**src/rtl/stream_accumulator_if.sv**
```systemverilog
// stream_accumulator_if: valid/ready operand and result streams of the stream accumulator
// in_valid/in_ready/in_data/in_last         : operand stream, master to slave
// out_valid/out_ready/out_sum/out_sat/out_ovf/out_count : result stream, slave to master
interface stream_accumulator_if #(
  parameter int WIDTH = 8,
  parameter int N_TERMS = 4
);
  localparam int SUM_W = WIDTH + $clog2(N_TERMS);
  localparam int CNT_W = $clog2(N_TERMS + 1);
  logic in_valid, in_ready, in_last;
  logic [WIDTH-1:0] in_data;
  logic out_valid, out_ready, out_ovf;
  logic [SUM_W-1:0] out_sum;
  logic [WIDTH-1:0] out_sat;
  logic [CNT_W-1:0] out_count;
  modport master (
    output in_valid, in_data, in_last, out_ready,
    input in_ready, out_valid, out_sum, out_sat, out_ovf, out_count
  );
  modport slave (
    input in_valid, in_data, in_last, out_ready,
    output in_ready, out_valid, out_sum, out_sat, out_ovf, out_count
  );
endinterface

```
**src/rtl/stream_accumulator.sv**
```systemverilog
// stream_accumulator: sums packets of up to N_TERMS serial operands into full, saturated and overflow results
// clk   : rising-edge clock
// rst_n : asynchronous active-low reset
// s     : slave side of stream_accumulator_if (operand stream in, result stream out)
module stream_accumulator #(
  parameter int WIDTH = 8,
  parameter int N_TERMS = 4,
  parameter int SIGNED = 0,
  parameter int SUM_W = WIDTH + $clog2(N_TERMS),
  parameter int CNT_W = $clog2(N_TERMS + 1)
) (
  input logic clk,
  input logic rst_n,
  stream_accumulator_if.slave s
);
  localparam logic signed [SUM_W-1:0] SMAX = SUM_W'(2 ** (WIDTH - 1) - 1);
  localparam logic signed [SUM_W-1:0] SMIN = ~SMAX;
  typedef enum logic {ACC, HOLD} state_t;
  state_t state;
  logic signed [WIDTH-1:0] din_s;
  logic [SUM_W-1:0] acc, ext, sum;
  logic [CNT_W-1:0] cnt, cnt_nx;
  logic [WIDTH-1:0] sat;
  logic xfer, term, hi, lo;
  assign din_s = s.in_data;
  assign ext = SIGNED != 0 ? SUM_W'(din_s) : SUM_W'(s.in_data);
  // acc is zero at the start of every packet, so the first beat needs no special case
  assign sum = acc + ext;
  assign cnt_nx = cnt + 1'b1;
  assign xfer = s.in_valid && s.in_ready;
  assign term = xfer && (s.in_last || cnt == CNT_W'(N_TERMS - 1));
  assign hi = SIGNED != 0 ? $signed(sum) > SMAX : (sum >> WIDTH) != '0;
  assign lo = SIGNED != 0 && $signed(sum) < SMIN;
  assign sat = hi ? (SIGNED != 0 ? SMAX[WIDTH-1:0] : '1) : lo ? SMIN[WIDTH-1:0] : sum[WIDTH-1:0];
  always_ff @(posedge clk or negedge rst_n) begin
    if (!rst_n) begin
      state <= ACC;
      acc <= '0;
      cnt <= '0;
      s.in_ready <= 1'b0;
      s.out_valid <= 1'b0;
      s.out_sum <= '0;
      s.out_sat <= '0;
      s.out_ovf <= 1'b0;
      s.out_count <= '0;
    end else if (state == ACC) begin
      s.in_ready <= !term;
      if (xfer) begin
        acc <= sum;
        cnt <= cnt_nx;
      end
      if (term) begin
        state <= HOLD;
        s.out_valid <= 1'b1;
        s.out_sum <= sum;
        s.out_sat <= sat;
        s.out_ovf <= hi || lo;
        s.out_count <= cnt_nx;
      end
    end else if (s.out_ready) begin
      state <= ACC;
      acc <= '0;
      cnt <= '0;
      s.in_ready <= 1'b1;
      s.out_valid <= 1'b0;
    end
  end
endmodule

```
**src/flat_wrapper.sv**
```systemverilog
// flat-port wrapper written by rule: the top's interface ports become plain ports
module stream_accumulator_flat 
#(
  parameter int WIDTH = 8,
  parameter int N_TERMS = 4,
  parameter int SIGNED = 0,
  parameter int SUM_W = WIDTH + $clog2(N_TERMS),
  parameter int CNT_W = $clog2(N_TERMS + 1)
)
  (clk, rst_n, s_in_valid, s_in_data, s_in_last, s_out_ready, s_in_ready, s_out_valid, s_out_sum, s_out_sat, s_out_ovf, s_out_count);
  stream_accumulator_if #(.WIDTH(WIDTH), .N_TERMS(N_TERMS)) s_i ();
  input logic clk;
  input logic rst_n;
  input wire logic [$bits(s_i.in_valid)-1:0] s_in_valid;
  input wire logic [$bits(s_i.in_data)-1:0] s_in_data;
  input wire logic [$bits(s_i.in_last)-1:0] s_in_last;
  input wire logic [$bits(s_i.out_ready)-1:0] s_out_ready;
  output wire logic [$bits(s_i.in_ready)-1:0] s_in_ready;
  output wire logic [$bits(s_i.out_valid)-1:0] s_out_valid;
  output wire logic [$bits(s_i.out_sum)-1:0] s_out_sum;
  output wire logic [$bits(s_i.out_sat)-1:0] s_out_sat;
  output wire logic [$bits(s_i.out_ovf)-1:0] s_out_ovf;
  output wire logic [$bits(s_i.out_count)-1:0] s_out_count;
  assign s_i.in_valid = s_in_valid;
  assign s_i.in_data = s_in_data;
  assign s_i.in_last = s_in_last;
  assign s_i.out_ready = s_out_ready;
  assign s_in_ready = s_i.in_ready;
  assign s_out_valid = s_i.out_valid;
  assign s_out_sum = s_i.out_sum;
  assign s_out_sat = s_i.out_sat;
  assign s_out_ovf = s_i.out_ovf;
  assign s_out_count = s_i.out_count;
  stream_accumulator #(.WIDTH(WIDTH), .N_TERMS(N_TERMS), .SIGNED(SIGNED), .SUM_W(SUM_W), .CNT_W(CNT_W)) u_core (.clk(clk), .rst_n(rst_n), .s(s_i));
endmodule
```
**config.mk**
```make
export PLATFORM = sky130hd
export DESIGN_NAME = stream_accumulator_flat
export DESIGN_NICKNAME = d
export VERILOG_FILES = /design/src/rtl/stream_accumulator_if.sv /design/src/rtl/stream_accumulator.sv /design/src/flat_wrapper.sv
export SDC_FILE = /design/constraint.sdc
export NUM_CORES = 1
export LEC_CHECK = 0
export CAP_MARGIN = 15
export CORE_ASPECT_RATIO = 2
export CORE_MARGIN = 2
export CORE_UTILIZATION = 34
export CTS_BUF_LIST = sky130_fd_sc_hd__clkbuf_16
export CTS_CLUSTER_DIAMETER = 60
export DETAILED_ROUTE_END_ITERATION = 10
export DONT_BUFFER_PORTS = 1
export GPL_TIMING_DRIVEN = 1
export MAX_ROUTING_LAYER = met4
export PLACE_DENSITY = 0.56
export SLEW_MARGIN = 20
export SYNTH_ARGS = -nofsm -noshare
export SYNTH_HDL_FRONTEND = slang
export SYNTH_SLANG_ARGS = --single-unit
export TNS_END_PERCENT = 1
```
**constraint.sdc**
```tcl
create_clock -name clk -period 2.4 [get_ports clk]
set_clock_uncertainty 0.05 [all_clocks]
set_input_delay 0.48 -clock clk [delete_from_list [all_inputs] [get_ports clk]]
set_output_delay 0.48 -clock clk [all_outputs]
set_load 0.02 [all_outputs]
```
After elaboration in Yosys (flattened, before gate mapping)

Cells that the tools add are included.
Widths: inputs -> output; s select.

Register bits: 38
Output and inout bits: 24

Muxes and demuxes: 15
Bitwise gates (word level): 1
Add/sub/neg operators: 2
Reductions and logical operators: 10
Equal/unequal tests: 2

Operator list:

| operator            | count |
|---|---|
| $mux 10             | 3 |
| $add 10x8->10       | 1 |
| $reduce_bool 10->1  | 1 |
| $mux 3              | 3 |
| $mux 1              | 8 |
| $mux 8              | 1 |
| $reduce_and 2->1    | 3 |
| $reduce_bool 2->1   | 2 |
| $add 3x1->3 const B | 1 |
| $eq 3x2->1 const B  | 1 |
| $logic_and 1x1->1   | 2 |
| $ne 2x2->1 const B  | 1 |
| $logic_not 1->1     | 1 |
| $logic_or 1x1->1    | 1 |
| $not 1->1           | 1 |

Longest topological paths before layout

Gate-level depths: netlist of the first run.

Word-level depth: 5
Gate-level depth with buffers: 8
Depth with buffers taken out: 8

Worst setup path after synthesis of the first run

Ideal clock, no wire load.

Path type: input -> register
Start: input port s_in_data[0]
End: register u_core.s.out_sat[6]
Path buffers: 0
Stages: 8
Arrival time: 1.982 ns
Path slack: 0.286 ns
Cell sequence: ha_1 -> inv_1 -> fa_1 -> nor2b_4 -> o31a_1 -> or3_1 -> and4_4 -> a31oi_1

Longest elaborated chain between the ends: 3

RTL lines:

| element              | line                        | source |
|---|---|---|
| from (decl)          | flat_wrapper.sv:15          | `input wire logic [$bits(s_i.in_data)-1:0] s_in_data;` |
| $add 10x8->10 *      | stream_accumulator.sv:28    | `assign sum = acc + ext;` |
| $reduce_bool 10->1   | stream_accumulator.sv:32    | `assign hi = SIGNED != 0 ? $signed(sum) > SMAX : (sum >> WIDTH) != '0;` |
| $mux 8 *             | stream_accumulator.sv:34    | `assign sat = hi ? (SIGNED != 0 ? SMAX[WIDTH-1:0] : '1) : lo ? SMIN[WIDTH-1:0] : sum[WIDTH-1:0];` |
| to (signal assigned) | stream_accumulator.sv:56    | `s.out_sat <= sat;` |
| to (decl)            | stream_accumulator_if.sv:22 | `output in_ready, out_valid, out_sum, out_sat, out_ovf, out_count` |

Every way passes the cells marked *; elsewhere a longest branch is shown, timed or not.
A chain may end at the register's enable or synchronous reset.

Worst setup path in the final report of the first run

Start: register u_core.acc[0]
End: register u_core.s.out_sat[2]

Longest elaborated chain between the ends: 3

RTL lines:

| element                | line                     | source |
|---|---|---|
| from (decl)            | stream_accumulator.sv:21 | `logic [SUM_W-1:0] acc, ext, sum;` |
| from (signal assigned) | stream_accumulator.sv:49 | `acc <= sum;` |
| $add 10x8->10 *        | stream_accumulator.sv:28 |  |
| $reduce_bool 10->1     | stream_accumulator.sv:32 |  |
| $mux 8 *               | stream_accumulator.sv:34 |  |

Marks and branches as above.

==> flow_summary.yaml, run 1 <==
status:
  status: "complete, no violations"
timing:
  finalHoldViolCount: 0
  setup_viol: 0
  slew_headroom_pct: 71.52
  worst_slew_pin_slew_ns: 0.4263
  rsz0062_at_grt: "no"
  fmaxAchievable_mhz: 465.8
  fin_crit_ns: 2.147
  period_share_pct: 89.45
  fin_ws_ns: 0.2531
  hold_ws_ns: 0.3314
  drv_slew: 0
  tns_ns: 0
placed_design:
  gp_congestion: 0.7979
  dp_hpwl_um: 3235
  post-place-ws_ns: 0.1177
  port-buffer-count: 0
cts:
  cts.sinks: 38
  cts.repair.resized: 0
  cts_root_buf: "clkbuf_16"
  insertion_delay_ns: 0.28
  clock_path_buffers: 2
  htree_levels: 2
  cts_tree: "yes"
  clkTransAtPathRegs_ns: 0.06
  numCtsBuffers: 5
global_route:
  antenna_found_initial: 0
  grt_pass1_vias: 1524
  grt-ovfl-total: 0
  grtUsageTotal_pct: 16.30
  grt_pass1_wl_um: 7521
  grt_max_degree: 39
hold_path:
  hold_path_class: "in2reg"
  hp-start: "s_out_ready"
  min_path_cells: 3
  hold_path_end: "u_core.s.out_valid"
floorplanning:
  row_count: 38
  die_area_um2: 6263
  initial_core_util_pct: 35.20
  die_y_um: 109.9
  coreArea_um2: 5420
  die_w_um: 56.97
  ios: 37
setup_path:
  crit_family: "adder cells"
  worstRegToRegCells: 8
  path_class: "reg2reg"
  timing.rr.start: "u_core.acc[0]"
  critPathCaptureType: "flop"
  cp.buffers_inverters: 1
  cpPeakStageDelay_ns: 0.44
  crit_chain: "ha_1 -> inv_1 -> fa_1 -> nor2b_4 -> o31a_1 -> o22ai_4 -> xor2_4 -> a41oi_1"
  path_max_fanout: 10
  required_ns: 2.49
  crit_cells: 8
  critical_path.startpoint_type: "flop"
  rr_endpoint: "u_core.s.out_sat[2]"
  worstPathArrival_ns: 2.24
  critPathSlowestCell: "fa_1"
  rrSetupSlack_ns: 0.25
cells_and_area:
  layout-drive-gt1-share_pct: 11.82
  diodes: 0
  area_delta_synth_final_pct: 17.51
  multi_input_area_um2: 905.9
  final_nets: 226
  register_area_um2: 950.9
  fillers: 563
power_and_ir_drop:
  powerDensity_nw_per_um2: 1509
  ir_drop_mv: 0.8309
  p_leak_uw: 0.001026
detailed_routing:
  ant_nets: 0
  drtIter0Drc: 44
  wl_um: 4410
  dr.pass1.iters: 6
  drc_errors: 0
  wl_per_cell_um: 16.77
  via_per_inst: 5.384
  via_count: 1416
yosys:
  synth_edf_count: 0
  yosys_warnings: 0
  ys_ff_latch: 38
  async_reset_ff_share_pct: 100.0
  yosysSeqAreaShare_pct: 49.84
  syn_area_um2: 1908
  syn_inst: 192
  synth_fp_nets: 216
  ys.flop_type: "dfrtp_1"
  synth.distinct_cells: 40
  avgSynthCellArea_um2: 9.938
run:
  maxCapViolCount: 0
-- tightest hold or removal path, delay by kind of cell --
family           cells  cell delay (ns)
AND/OR/NAND/NOR      3             0.15
-- placed cells by master (no fill, tap or decap), types with 2 or more instances in the layout --
| cell | count |
|---|---|
| dfrtp_1 | 38 |
| nand2_1 | 35 |
| o21ai_0 | 18 |
| nor2_1 | 18 |
| ha_1 | 10 |
| inv_1 | 7 |
| a21oi_1 | 7 |
| buf_4 | 6 |
| a22o_1 | 5 |
| a31oi_1 | 5 |
| clkbuf_16 | 5 |
| a21o_1 | 4 |
| a41oi_1 | 4 |
| nand2b_1 | 2 |
| xnor2_1 | 2 |
| or2_2 | 2 |
| nand4_1 | 2 |
| nand3_1 | 2 |
| a211o_1 | 2 |
| o211ai_1 | 2 |
| nor3_1 | 2 |
| bufinv_16 | 2 |
| buf_12 | 2 |
-- cell families (layout without fill, tap and decap cells) --
kind of cell / after synthesis / count (layout) / share of synthesized area [%]
flip-flops: 38 / 38 / 49.84
XOR/XNOR: 4 / 4 / 2.820
buffers and inverters: 13 / 24 / 2.689
AND/OR/NAND/NOR: 69 / 69 / 16.13
multiplexers: 2 / 2 / 1.115
adder cells (fa/ha/maj): 11 / 11 / 7.607
AO/OA/AOI/OAI: 55 / 55 / 19.80
-- registers in the layout, indices dropped and copies added (netlist names) --
register            count
u_core.s.out_count      3
u_core.s.out_sum       10
u_core.cnt              3
u_core.state            1
u_core.s.out_valid      1
u_core.s.out_ovf        1
u_core.s.out_sat        8
u_core.acc             10
u_core.s.in_ready       1
-- synthesized netlist by cell type, types with 4 or more instances --
| master | n | share of area (%) |
|---|---|---|
| clkbuf_1 | 4 | 0.79 |
| o21ai_0 | 18 | 4.7 |
| a31oi_1 | 5 | 1.6 |
| a21o_1 | 4 | 1.6 |
| a22o_1 | 5 | 2.3 |
| nor2_1 | 18 | 3.5 |
| ha_1 | 10 | 6.6 |
| a41oi_1 | 4 | 1.8 |
| inv_1 | 7 | 1.4 |
| dfrtp_1 | 38 | 50 |
| a21oi_1 | 7 | 1.8 |
| nand2_1 | 35 | 6.9 |
-- cell type report --
class	instances	area share (%)
inverter	7	1.172
tap	60	3.348
timing repair buffer	9	4.241
multi-input combinational	141	40.40
clock buffer	5	5.580
sequential	38	42.41
clock inverter	3	2.846
-- worst max-delay path by stage --
stage	startpoint	endpoint	slack, ns
global placement	s_in_data[0]	u_core.s.out_sat[5]	0.15
CTS	u_core.acc[0]	u_core.s.out_sat[5]	0.23
finish	u_core.acc[0]	u_core.s.out_sat[2]	0.25
floorplan	s_in_data[0]	u_core.s.out_sat[6]	0.29
global route	u_core.acc[0]	u_core.s.out_sat[7]	0.10
detailed placement	s_in_data[0]	u_core.s.out_sat[2]	0.12
-- through the flow --
| step | total power [uW] | instance area [um2] | instances | util (%) |
|---|---|---|---|---|
| after floorplan | 2193 | 1908 | 192 | - |
| after global placement | 2516 | 2023 | 253 | 37.33 |
| after detailed placement | 2535 | 2023 | 253 | 37.33 |
| after CTS | 3417 | 2242 | 263 | 41.37 |
| after global routing | 3646 | 2242 | 263 | 41.37 |
| final | 3384 | 2242 | 263 | 41.37 |
-- repair_timing --
item | CTS | global route
hold buffers | 2 | 0
endpoints found under the hold margin | 38 | 0
setup buffers | 0 | 0
setup endpoints to repair | 0 | 0
-- power breakdown --
part | internal [uW] | switching [uW]
Clock | 592 | 259
Combinational | 516 | 680
Sequential | 921 | 417
Total | 2030 | 1360
-- routing by layer --
layer	vias to the layer above	part of all wire (%)	wire length (um)	GRT usage, %
li1	698	-	-	-
met1	679	39	1703	17.50
met2	31	53	2332	27.67
met3	8	5.7	252	3.882
met4	0	2.7	121	8.140
met5	-	0	0	-
Power figures use the tool's default switching activity.
==> run 2: changes to the inputs <==
Settings changed: SKIP_CTS_REPAIR_TIMING set to 1.
==> flow_summary.yaml, run 2 (synthesis results as in run 1) <==
cells_and_area:
  layout-drive-gt1-share_pct: 11.82
  final_common_cell: "dfrtp_1"
  reg.largest.list: "u_core.acc (10), u_core.s.out_sum (10), u_core.s.out_sat (8)"
  diodes: 0
  multi_input_area_um2: 905.9
  fin_area_um2: 2242
  register_area_um2: 950.9
  area_delta_synth_final_pct: 17.51
  fillers: 568
  finalCoreUtilization_pct: 41.37
  fin_cells: 263
  final_nets: 226
  final_cell_mix: "dfrtp_1, nand2_1, o21ai_0, nor2_1, ha_1"
setup_path:
  critPathSlowestCell: "dfrtp_1"
  path_class: "reg2reg"
  critPathCaptureType: "flop"
  worstPathArrival_ns: 2.24
  critical_path.startpoint_type: "flop"
  required_ns: 2.49
  cpPeakStageDelay_ns: 0.38
  path_max_fanout: 10
  crit_chain: "ha_1 -> o21ai_0 -> a21boi_1 -> o22ai_4 -> xor2_4 -> a41oi_1"
timing:
  worst_slew_pin_slew_ns: 0.4162
  fmaxAchievable_mhz: 465.7
  rsz0062_at_grt: "no"
  setup_viol: 0
  slew_headroom_pct: 72.19
  fin_crit_ns: 2.147
  period_share_pct: 89.46
  tns_ns: 0
  hold_ws_ns: 0.3285
  finalHoldViolCount: 0
  drv_slew: 0
power_and_ir_drop:
  p_leak_uw: 0.001026
  powerDensity_nw_per_um2: 1512
  ir_drop_mv: 0.8368
cts:
  cts_tree: "yes"
  numCtsBuffers: 5
  cts_root_buf: "clkbuf_16"
  htree_levels: 2
  insertion_delay_ns: 0.29
  cts.sinks: 38
  clock_path_buffers: 2
  clkTransAtPathRegs_ns: 0.06
run:
  maxCapViolCount: 0
detailed_routing:
  wl_um: 4423
  drc_errors: 0
  ant_nets: 0
  dr.pass1.iters: 4
  drtIter0Drc: 43
  via_per_inst: 5.327
  via_count: 1401
  wl_per_cell_um: 16.82
global_route:
  grt-ovfl-total: 0
  grtUsageTotal_pct: 16.17
  grt_pass1_wl_um: 7465
  grt_pass1_vias: 1514
  antenna_found_initial: 0
  grt_max_degree: 39
placed_design:
  dp.cells: 253
  gp_congestion: 0.7979
  port-buffer-count: 0
  place_area_um2: 2023
  dp_hpwl_um: 3235
status:
  status: "complete, no violations"
floorplanning:
  row_count: 38
  ios: 37
  coreArea_um2: 5420
  die_w_um: 56.97
  die_area_um2: 6263
  die_y_um: 109.9
  initial_core_util_pct: 35.20
hold_path:
  hold_path_class: "in2reg"
run 2: cell counts in the layout (fill, tap and decap cells not counted):
Identical to the previous run, type by type.
run 2: final cells by class:
type | instances | area share, %
Clock buffer | 5 | 5.580
Clock inverter | 3 | 2.846
Inverter | 7 | 1.172
Multi-Input combinational cell | 141 | 40.40
Sequential cell | 38 | 42.41
Tap cell | 60 | 3.348
Timing Repair Buffer | 9 | 4.241
run 2: worst paths after layout:
path                                       end  depth (start not counted)           from  slack, ns
max                        u_core.s.out_sat[2]                          6  u_core.acc[5]       0.25
min                         u_core.s.out_valid                          3    s_out_ready       0.33
max reg2reg                u_core.s.out_sat[2]                          6  u_core.acc[5]       0.25
min reg2reg                      u_core.acc[7]                          2  u_core.acc[7]       0.44
max in group asynchronous        u_core.cnt[1]                          2          rst_n       1.51
min in group asynchronous        u_core.acc[7]                          2          rst_n       0.60
run 2: metal layers:
metal | part of all wire, % | GRT usage, %
met5 | 0 | -
met4 | 2.8 | 8.140
met2 | 53 | 27.26
met1 | 38 | 17.50
met3 | 5.9 | 3.882
run 2: worst max-delay path: cells and delay by family, from the launching register on:
kind	cells	cell delay, ns
AOI/OAI and AO/OA	4	0.90
DFF	1	0.38
xor gates and xnor gates	1	0.30
adders and majority gates	1	0.36
run 2: where the power goes:
part	internal [uW]	switching (uW)
clock	592	263
sequential	921	417
combinational	516	683
total	2030	1360
run 2: metrics by stage:
stage	power [uW]	setup slack [ns]
3_3_place_gp	2516	0.1544
6_report	3391	0.2529
5_1_grt	3646	0.1034
2_1_floorplan	2193	0.2859
4_1_cts	3398	0.2270
3_5_place_dp	2535	0.1177
